--- config.mk ---
export PLATFORM = sky130hd
export DESIGN_NAME = ublfs_pipe_11_0
export DESIGN_NICKNAME = d
export VERILOG_FILES = /design/src/rtl/ublfs_pipe_11_0.sv
export SDC_FILE = /design/constraint.sdc
export NUM_CORES = 1
export LEC_CHECK = 0
export CORE_ASPECT_RATIO = 1.4
export CORE_MARGIN = 4
export CORE_UTILIZATION = 30
export DETAILED_ROUTE_END_ITERATION = 10
export DONT_BUFFER_PORTS = 1
export PLACE_DENSITY = 0.42
export REMOVE_ABC_BUFFERS = 1
export SLEW_MARGIN = 20
export SYNTH_ARGS = -nofsm -noshare
export SYNTH_HDL_FRONTEND = slang
export SYNTH_SLANG_ARGS = --single-unit
--- constraint.sdc ---
create_clock -name CLK -period 3.4 [get_ports CLK]
set_input_delay 0.34 -clock CLK [delete_from_list [all_inputs] [get_ports CLK]]
set_output_delay 0.34 -clock CLK [all_outputs]
set_load 0.02 [all_outputs]
--- src/rtl/ublfs_pipe_11_0.sv ---
`timescale 1ns/1ps
`default_nettype none
// ============================================================================
// Module   : ublfs_pipe_11_0
// Brief    : Three-stage valid/ready subtractor D = X - Y built as X + ~Y + 1
//            on a Ladner-Fischer prefix carry network, with borrow and signed
//            overflow outputs.
// Revision : 1.0 - initial release
// ============================================================================
module ublfs_pipe_11_0 #(
    parameter int WIDTH = 12
) (
    input  logic             CLK,
    input  logic             RST,
    input  logic             IN_VALID,
    output logic             IN_READY,
    input  logic [WIDTH-1:0] X,
    input  logic [WIDTH-1:0] Y,
    output logic             OUT_VALID,
    input  logic             OUT_READY,
    output logic [WIDTH-1:0] D,
    output logic             BO,
    output logic             OV
);

    localparam int c_levels = $clog2(WIDTH);
    localparam int c_split  = (c_levels + 1) / 2;

    // One prefix level: node i with bit (k-1) set absorbs the group ending
    // just below its aligned 2^(k-1) block, giving odd pairing at level 1.
    function automatic logic [2*WIDTH-1:0] lf_level(
        input logic [WIDTH-1:0] g,
        input logic [WIDTH-1:0] p,
        input int               k
    );
        logic [WIDTH-1:0] g_o;
        logic [WIDTH-1:0] p_o;
        int               j;
        g_o = g;
        p_o = p;
        for (int i = 0; i < WIDTH; i++) begin
            if (((i >> (k - 1)) & 1) == 1) begin
                j      = ((i >> (k - 1)) << (k - 1)) - 1;
                g_o[i] = g[i] | (p[i] & g[j]);
                p_o[i] = p[i] & p[j];
            end
        end
        return {g_o, p_o};
    endfunction

    logic             r_v1;
    logic             r_v2;
    logic             r_v3;
    logic             w_adv1;
    logic             w_adv2;
    logic             w_adv3;

    logic [WIDTH-1:0] r_s1_g;
    logic [WIDTH-1:0] r_s1_p;
    logic             r_s1_xm;
    logic             r_s1_ym;

    logic [WIDTH-1:0] r_s2_g;
    logic [WIDTH-1:0] r_s2_p;
    logic [WIDTH-1:0] r_s2_p0;
    logic             r_s2_xm;
    logic             r_s2_ym;

    logic [WIDTH-1:0] w_ga;
    logic [WIDTH-1:0] w_pa;
    logic [WIDTH-1:0] w_gb;
    logic [WIDTH-1:0] w_pb;
    logic [WIDTH:0]   w_c;
    logic [WIDTH-1:0] w_d;
    logic             w_bo;
    logic             w_ov;

    logic [WIDTH-1:0] r_d;
    logic             r_bo;
    logic             r_ov;

    assign w_adv3   = ~r_v3 | OUT_READY;
    assign w_adv2   = ~r_v2 | w_adv3;
    assign w_adv1   = ~r_v1 | w_adv2;
    assign IN_READY = w_adv1;

    always_comb begin
        w_ga = r_s1_g;
        w_pa = r_s1_p;
        for (int k = 1; k <= c_split; k++) begin
            {w_ga, w_pa} = lf_level(w_ga, w_pa, k);
        end
    end

    always_comb begin
        w_gb = r_s2_g;
        w_pb = r_s2_p;
        for (int k = c_split + 1; k <= c_levels; k++) begin
            {w_gb, w_pb} = lf_level(w_gb, w_pb, k);
        end
    end

    // Carry-in is the constant 1 of the two's-complement negation.
    always_comb begin
        w_c[0] = 1'b1;
        for (int i = 0; i < WIDTH; i++) begin
            w_c[i+1] = w_gb[i] | w_pb[i];
        end
        w_d  = r_s2_p0 ^ w_c[WIDTH-1:0];
        w_bo = ~w_c[WIDTH];
        w_ov = (r_s2_xm ^ r_s2_ym) & (w_d[WIDTH-1] ^ r_s2_xm);
    end

    always_ff @(posedge CLK) begin
        if (RST) begin
            r_v1 <= 1'b0;
        end else if (w_adv1) begin
            r_v1 <= IN_VALID;
            if (IN_VALID) begin
                r_s1_g  <= X & ~Y;
                r_s1_p  <= X ^ ~Y;
                r_s1_xm <= X[WIDTH-1];
                r_s1_ym <= Y[WIDTH-1];
            end
        end
    end

    always_ff @(posedge CLK) begin
        if (RST) begin
            r_v2 <= 1'b0;
        end else if (w_adv2) begin
            r_v2 <= r_v1;
            if (r_v1) begin
                r_s2_g  <= w_ga;
                r_s2_p  <= w_pa;
                r_s2_p0 <= r_s1_p;
                r_s2_xm <= r_s1_xm;
                r_s2_ym <= r_s1_ym;
            end
        end
    end

    always_ff @(posedge CLK) begin
        if (RST) begin
            r_v3 <= 1'b0;
            r_d  <= '0;
            r_bo <= 1'b0;
            r_ov <= 1'b0;
        end else if (w_adv3) begin
            r_v3 <= r_v2;
            if (r_v2) begin
                r_d  <= w_d;
                r_bo <= w_bo;
                r_ov <= w_ov;
            end
        end
    end

    assign OUT_VALID = r_v3;
    assign D         = r_d;
    assign BO        = r_bo;
    assign OV        = r_ov;

endmodule
`default_nettype wire

Word-level counts from Yosys, hierarchy flattened. Index checks and enable logic that the tools add are counted.

Reduce and logical (&&, ||, !) cells: 3. Bitwise gates (word level): 87.

Operator list (count): 1-bit bitwise AND (41); 1-bit OR (35); 12-bit bitwise XOR (2); 12-bit bitwise AND (1); 12-bit inverter (1); 3-bit AND reduction (2); 1-bit inverter (5); 2-bit AND reduction (1); 1-bit bitwise XOR (2).

Output and inout port bits: 16. Bits in registers: 81. Word-level logic and storage cells: 105. Bits of input ports: 28.

Depth between registers and ports, before layout.
Depth in word-level cells: 8. Mapped depth: 5. Gate-level depth less buffers: 4.

Worst setup path after synthesis. Ideal clock, no wire load.

Path kind: register -> register. Start: reg r_v3, in the netlist OUT_VALID. End: reg r_s2_g[0] (enable). Buffers on the path: 0. Clock period less this slack: 3785 ps. Stages on the path, launching flop included: 4. Path slack: -385 ps. Library setup time: 479 ps. Arrival: 3306 ps. Required time: 2921 ps. Cell sequence: dfxtp_1 -> nor2b_1 -> and2_1 -> nor3b_1.

Word-level cells in the longest chain between the ends: 4.

RTL lines: from (decl) (RTL line 53) `logic r_v3;`; from (signal assigned) (RTL line 150) `r_v3 <= r_v2;`; 1-bit inverter (RTL line 82) `assign w_adv3 = ~r_v3 | OUT_READY;`; 1-bit OR (RTL line 82); 1-bit OR (RTL line 83) `assign w_adv2 = ~r_v2 | w_adv3;`; 3-bit AND reduction (no source line); to (signal assigned) (RTL line 134) `r_s2_g <= w_ga;`; to (decl) (RTL line 63) `logic [WIDTH-1:0] r_s2_g;`.

No other way between the ends. A chain may end at the register's enable or synchronous reset.

Worst setup path after layout.
Start: reg r_v3, in the netlist OUT_VALID. End: reg r_s1_g[0] (enable).

Word-level cells in the longest chain between the ends: 5.

RTL lines: 1-bit inverter (RTL line 82); 1-bit OR (RTL line 82); 1-bit OR (RTL line 83); 1-bit OR (RTL line 84) `assign w_adv1 = ~r_v1 | w_adv2;`; via IN_READY (RTL line 16) `output logic IN_READY,`; 3-bit AND reduction (no source line); to (signal assigned) (RTL line 120) `r_s1_g <= X & ~Y;`; to (decl) (RTL line 58) `logic [WIDTH-1:0] r_s1_g;`.

The timed path passes the listed nets, and every way through them passes these cells.

==> results list <==
- Post-synth top cells: edfxtp_1 (61), dfxtp_1 (17), inv_1 (17)
- The initial antenna violation count was 0.
* Height of the die: 125.5 um
- DP Area: 3131 sq um
- Reg2Reg Depth: 5
- Fraction of synthesized cell area taken by the top area cell type: 61.96%
- After detailed routing, the total wire length is around 4700 um.
* Clock Sinks: a little under 80
- Across the whole layout, storage elements account for 2172 sq um.
- CP Data Arrival Time: 1.92 ns
* Unrepaired setup endpoints after global routing: false
- The number of endpoints with negative hold slack in the final report is 0.
- Setup violations remaining at the end of the flow were counted as 0.
- In the routed design, unresolved DRC markers number 0.
- Cell Rows: 42
- Initial Util: between 30% and 40%
- Clock latency on the worst-skew pair, taken at its later pin, is 0.33 ns.
- Category of the worst setup path capture point: register
* Async set-reset flop share out of synthesis: 0%
* GR Util All Layers: 9.185%
- Final net count: 256
* Cell Pwr Density: 608.4 nW/um^2
- Combined area of the multi-input logic cells: 714.4 sq um
* Length of the first detailed-routing pass in iterations: 4
- Setup slack of the worst register-to-register path: around 1.5 ns
- After synthesis, the mean cell area works out to 14.35 sq um.
* Series of cell instances along the critical path: nor2b_1, and2_1, nand2_1, and3_1, buf_4
- Synthesis produced 206 cells.
* Launch point of the worst path: OUT_VALID
- The startpoint identified for the worst hold timing path is RST.
- The worst path uses 54.93% of the clock period.
* Full die area: between 10000 and 15000 sq um
* Share of post-route cells with drive strength above 1: 8.145%
- The worst register-to-register path begins at OUT_VALID.
- Largest area contributor in the netlist: edfxtp_1
* Via density: 4.204
* Static leakage: 1.243 nW
- Number of fill cells in the layout: 965
- Type of the worst setup path: reg2reg
- Slowest CP cell: dfxtp_1
* Peak supply drop: just under 0.0002 V
- Average wire per cell in the routed design: roughly 13 um
* Ports: between 40 and 50
* Sequential element share of the synthesized area: 73.47%
- The tree is rooted in a clkbuf_16.
- Placed cell count: 337
* Max H-tree Level: 3
- Number of cells on the critical path: 5
* Vias in the first global route: ~1600
* Run status: complete, no violations
- The detail route stage leaves a number of antenna-violating nets equal to 0.
* Primary flip-flop cell chosen by synthesis mapping: edfxtp_1
- CTS clk-pin slew, worst paths: around 0.06 ns
- Last weighted congestion value of the routability-driven placer: 0.6403
* Fmax: 535.5 MHz
* Iteration-0 DRC Markers: approximately 60
- The first global-routing pass estimated roughly 7900 um of wire.
- At the pin with the least slew margin, the transition time is around 0.7 ns.
- Hold WC Path Type: in2reg
- Critical Path End: r_s1_g[0]
- Post_cts resized: 0
- Required time of the worst setup path: 3.45 ns
* Maximum number of pins on one net before global-route repair: 36
- Number of synthesized register bits: between 70 and 80
- Post-placement worst setup slack: 1.543 ns
* Library cells used by synthesis: 27
- Filler-free cell count of the finished design: 353
* TritonCTS buffer count: 9
* Clock tree from TritonCTS: yes
- In this run the tightest slew margin relative to its limit is 52.05%.
* Family with the most delay on the worst path: simple AND/OR/NAND/NOR gates
- Relative to the synthesized area, the layout overhead comes to 15.74%.
* Slack of the critical path: 1.533 ns
- Max-cap violations in this run came to 0.
* Maximum fanout along the worst path: 26
- The largest single stage delay on the critical path is 0.43 ns.
- Port Buf Inserts: 0
* Die Span X: 91.90 um
- After routing the design area is 3422 sq um.
- Post-CTS Setup Bufs: 0
- In the post-synthesis netlist, the cell with the most instances is edfxtp_1.
- The synthesized netlist occupies a cell area of 2957 sq um.
- In this run, synthesis inferred 61 flip-flops with an integrated enable.
- For this design, the CTS-stage hold fixing added 0 buffers.
- Syn. warnings: 0
- The region available for standard cell placement spans approximately 9600 sq um.
- Worst clock skew on the final layout: 0.007275 ns
- Startpoint types: register
* Area contributors post-synth: edfxtp_1 (62%), dfxtp_1 (12%), ha_1 (5.1%)
* DP Wirelength: roughly 3400 um
- The number of max-slew violations in the final report is 0.
- Detailed routing inserted a total of ~1500 vias.
- Subtracting the final worst setup slack from the clock period gives approximately 1.9 ns.
- GR Overflow Total: 0
* Number of diodes: 0
- Worst R2R End: r_s1_g[0]
* Combined buffer and inverter count along the critical path: 1
* Deepest clock path buffer count: 2
-- worst min-delay path by stage --
| stage | to | slack [ns] | cells after the start |
|---|---|---|---|
| CTS | r_v1 | 0.05 | 1 |
| global placement | r_s2_xm | 0.41 | 0 |
| finish | r_v1 | 0.07 | 1 |
| detailed placement | D[3] | 0.41 | 1 |
| floorplan | r_s2_xm | 0.40 | 0 |
| global route | D[2] | 0.05 | 1 |
-- metrics by stage --
step	hold slack [ns]	TNS [ns]	utilization, %	total power [mW]
2_1_floorplan	0.4003	-13.47	-	1.158
4_1_cts	0.05234	0	35.78	2.115
5_1_grt	0.04913	0	35.78	2.163
6_report	0.06978	0	35.78	2.082
3_3_place_gp	0.4082	0	32.73	1.181
3_5_place_dp	0.4128	0	32.73	1.182
-- logic make-up after synthesis --
group / Yosys count / share of synthesized area (%)
flip-flops: 78 / 73.47
AND/OR/NAND/NOR: 49 / 8.252
AO/OA/AOI/OAI: 37 / 7.702
buffers and inverters: 20 / 2.539
adder cells (fa/ha/maj): 12 / 5.078
XOR/XNOR: 10 / 2.962
-- placed cells by master (no fill, tap or decap) --
cell / count
edfxtp_1: 61
dfxtp_1: 17
inv_1: 17
nand2_1: 14
a21oi_1: 13
ha_1: 12
a21o_1: 10
nor2_1: 10
clkbuf_16: 9
and2_1: 7
nand3_1: 7
o21ai_0: 6
xnor2_1: 6
and3_1: 4
xor2_1: 4
o21ai_1: 3
nor2b_1: 2
clkinvlp_4: 2
buf_4: 2
nor3b_2: 1
nand2b_1: 1
or2_1: 1
a211oi_1: 1
o211a_1: 1
or3_4: 1
o211ai_1: 1
nand4_1: 1
a211o_1: 1
a311oi_1: 1
bufinv_16: 1
clkinv_4: 1
clkinv_2: 1
clkbuf_1: 1
clkinv_1: 1
-- worst register-to-register path: stages (launching register included) --
cell and delay (ns):
dfxtp_1 0.43, nor2b_1 0.25, and2_1 0.21, nand2_1 0.20, and3_1 0.24, buf_4 0.23
-- final cells by class --
type                            count  area share, %
Clock buffer                       10          6.691
Clock inverter                      6          1.828
Inverter                           17          1.865
Multi-Input combinational cell    108          20.88
Sequential cell                    78          63.47
Tap cell                          132          4.826
Timing Repair Buffer                2         0.4388
-- report_power, final --
group,internal [mW],leakage [nW],switching [mW]
sequential,1.07,0.696,0.0260
combinational,0.0236,0.411,0.0352
clock,0.565,0.136,0.358
-- flip-flops by register name, indices dropped and copies added, names as in the netlist, 9 cells and up --
register	flops
D	12
r_s1_g	12
r_s1_p	12
r_s2_g	12
r_s2_p	12
r_s2_p0	9
-- per-layer routing --
layer  GRT usage (%)  vias to the layer above  wire [um]
li1                -                      755          -
met4           5.249                        0        100
met3           4.688                        8        276
met2           13.68                       37       2176
met5               0                        -          0
met1           10.58                      684       2098
(Power assumes the default switching activity.)
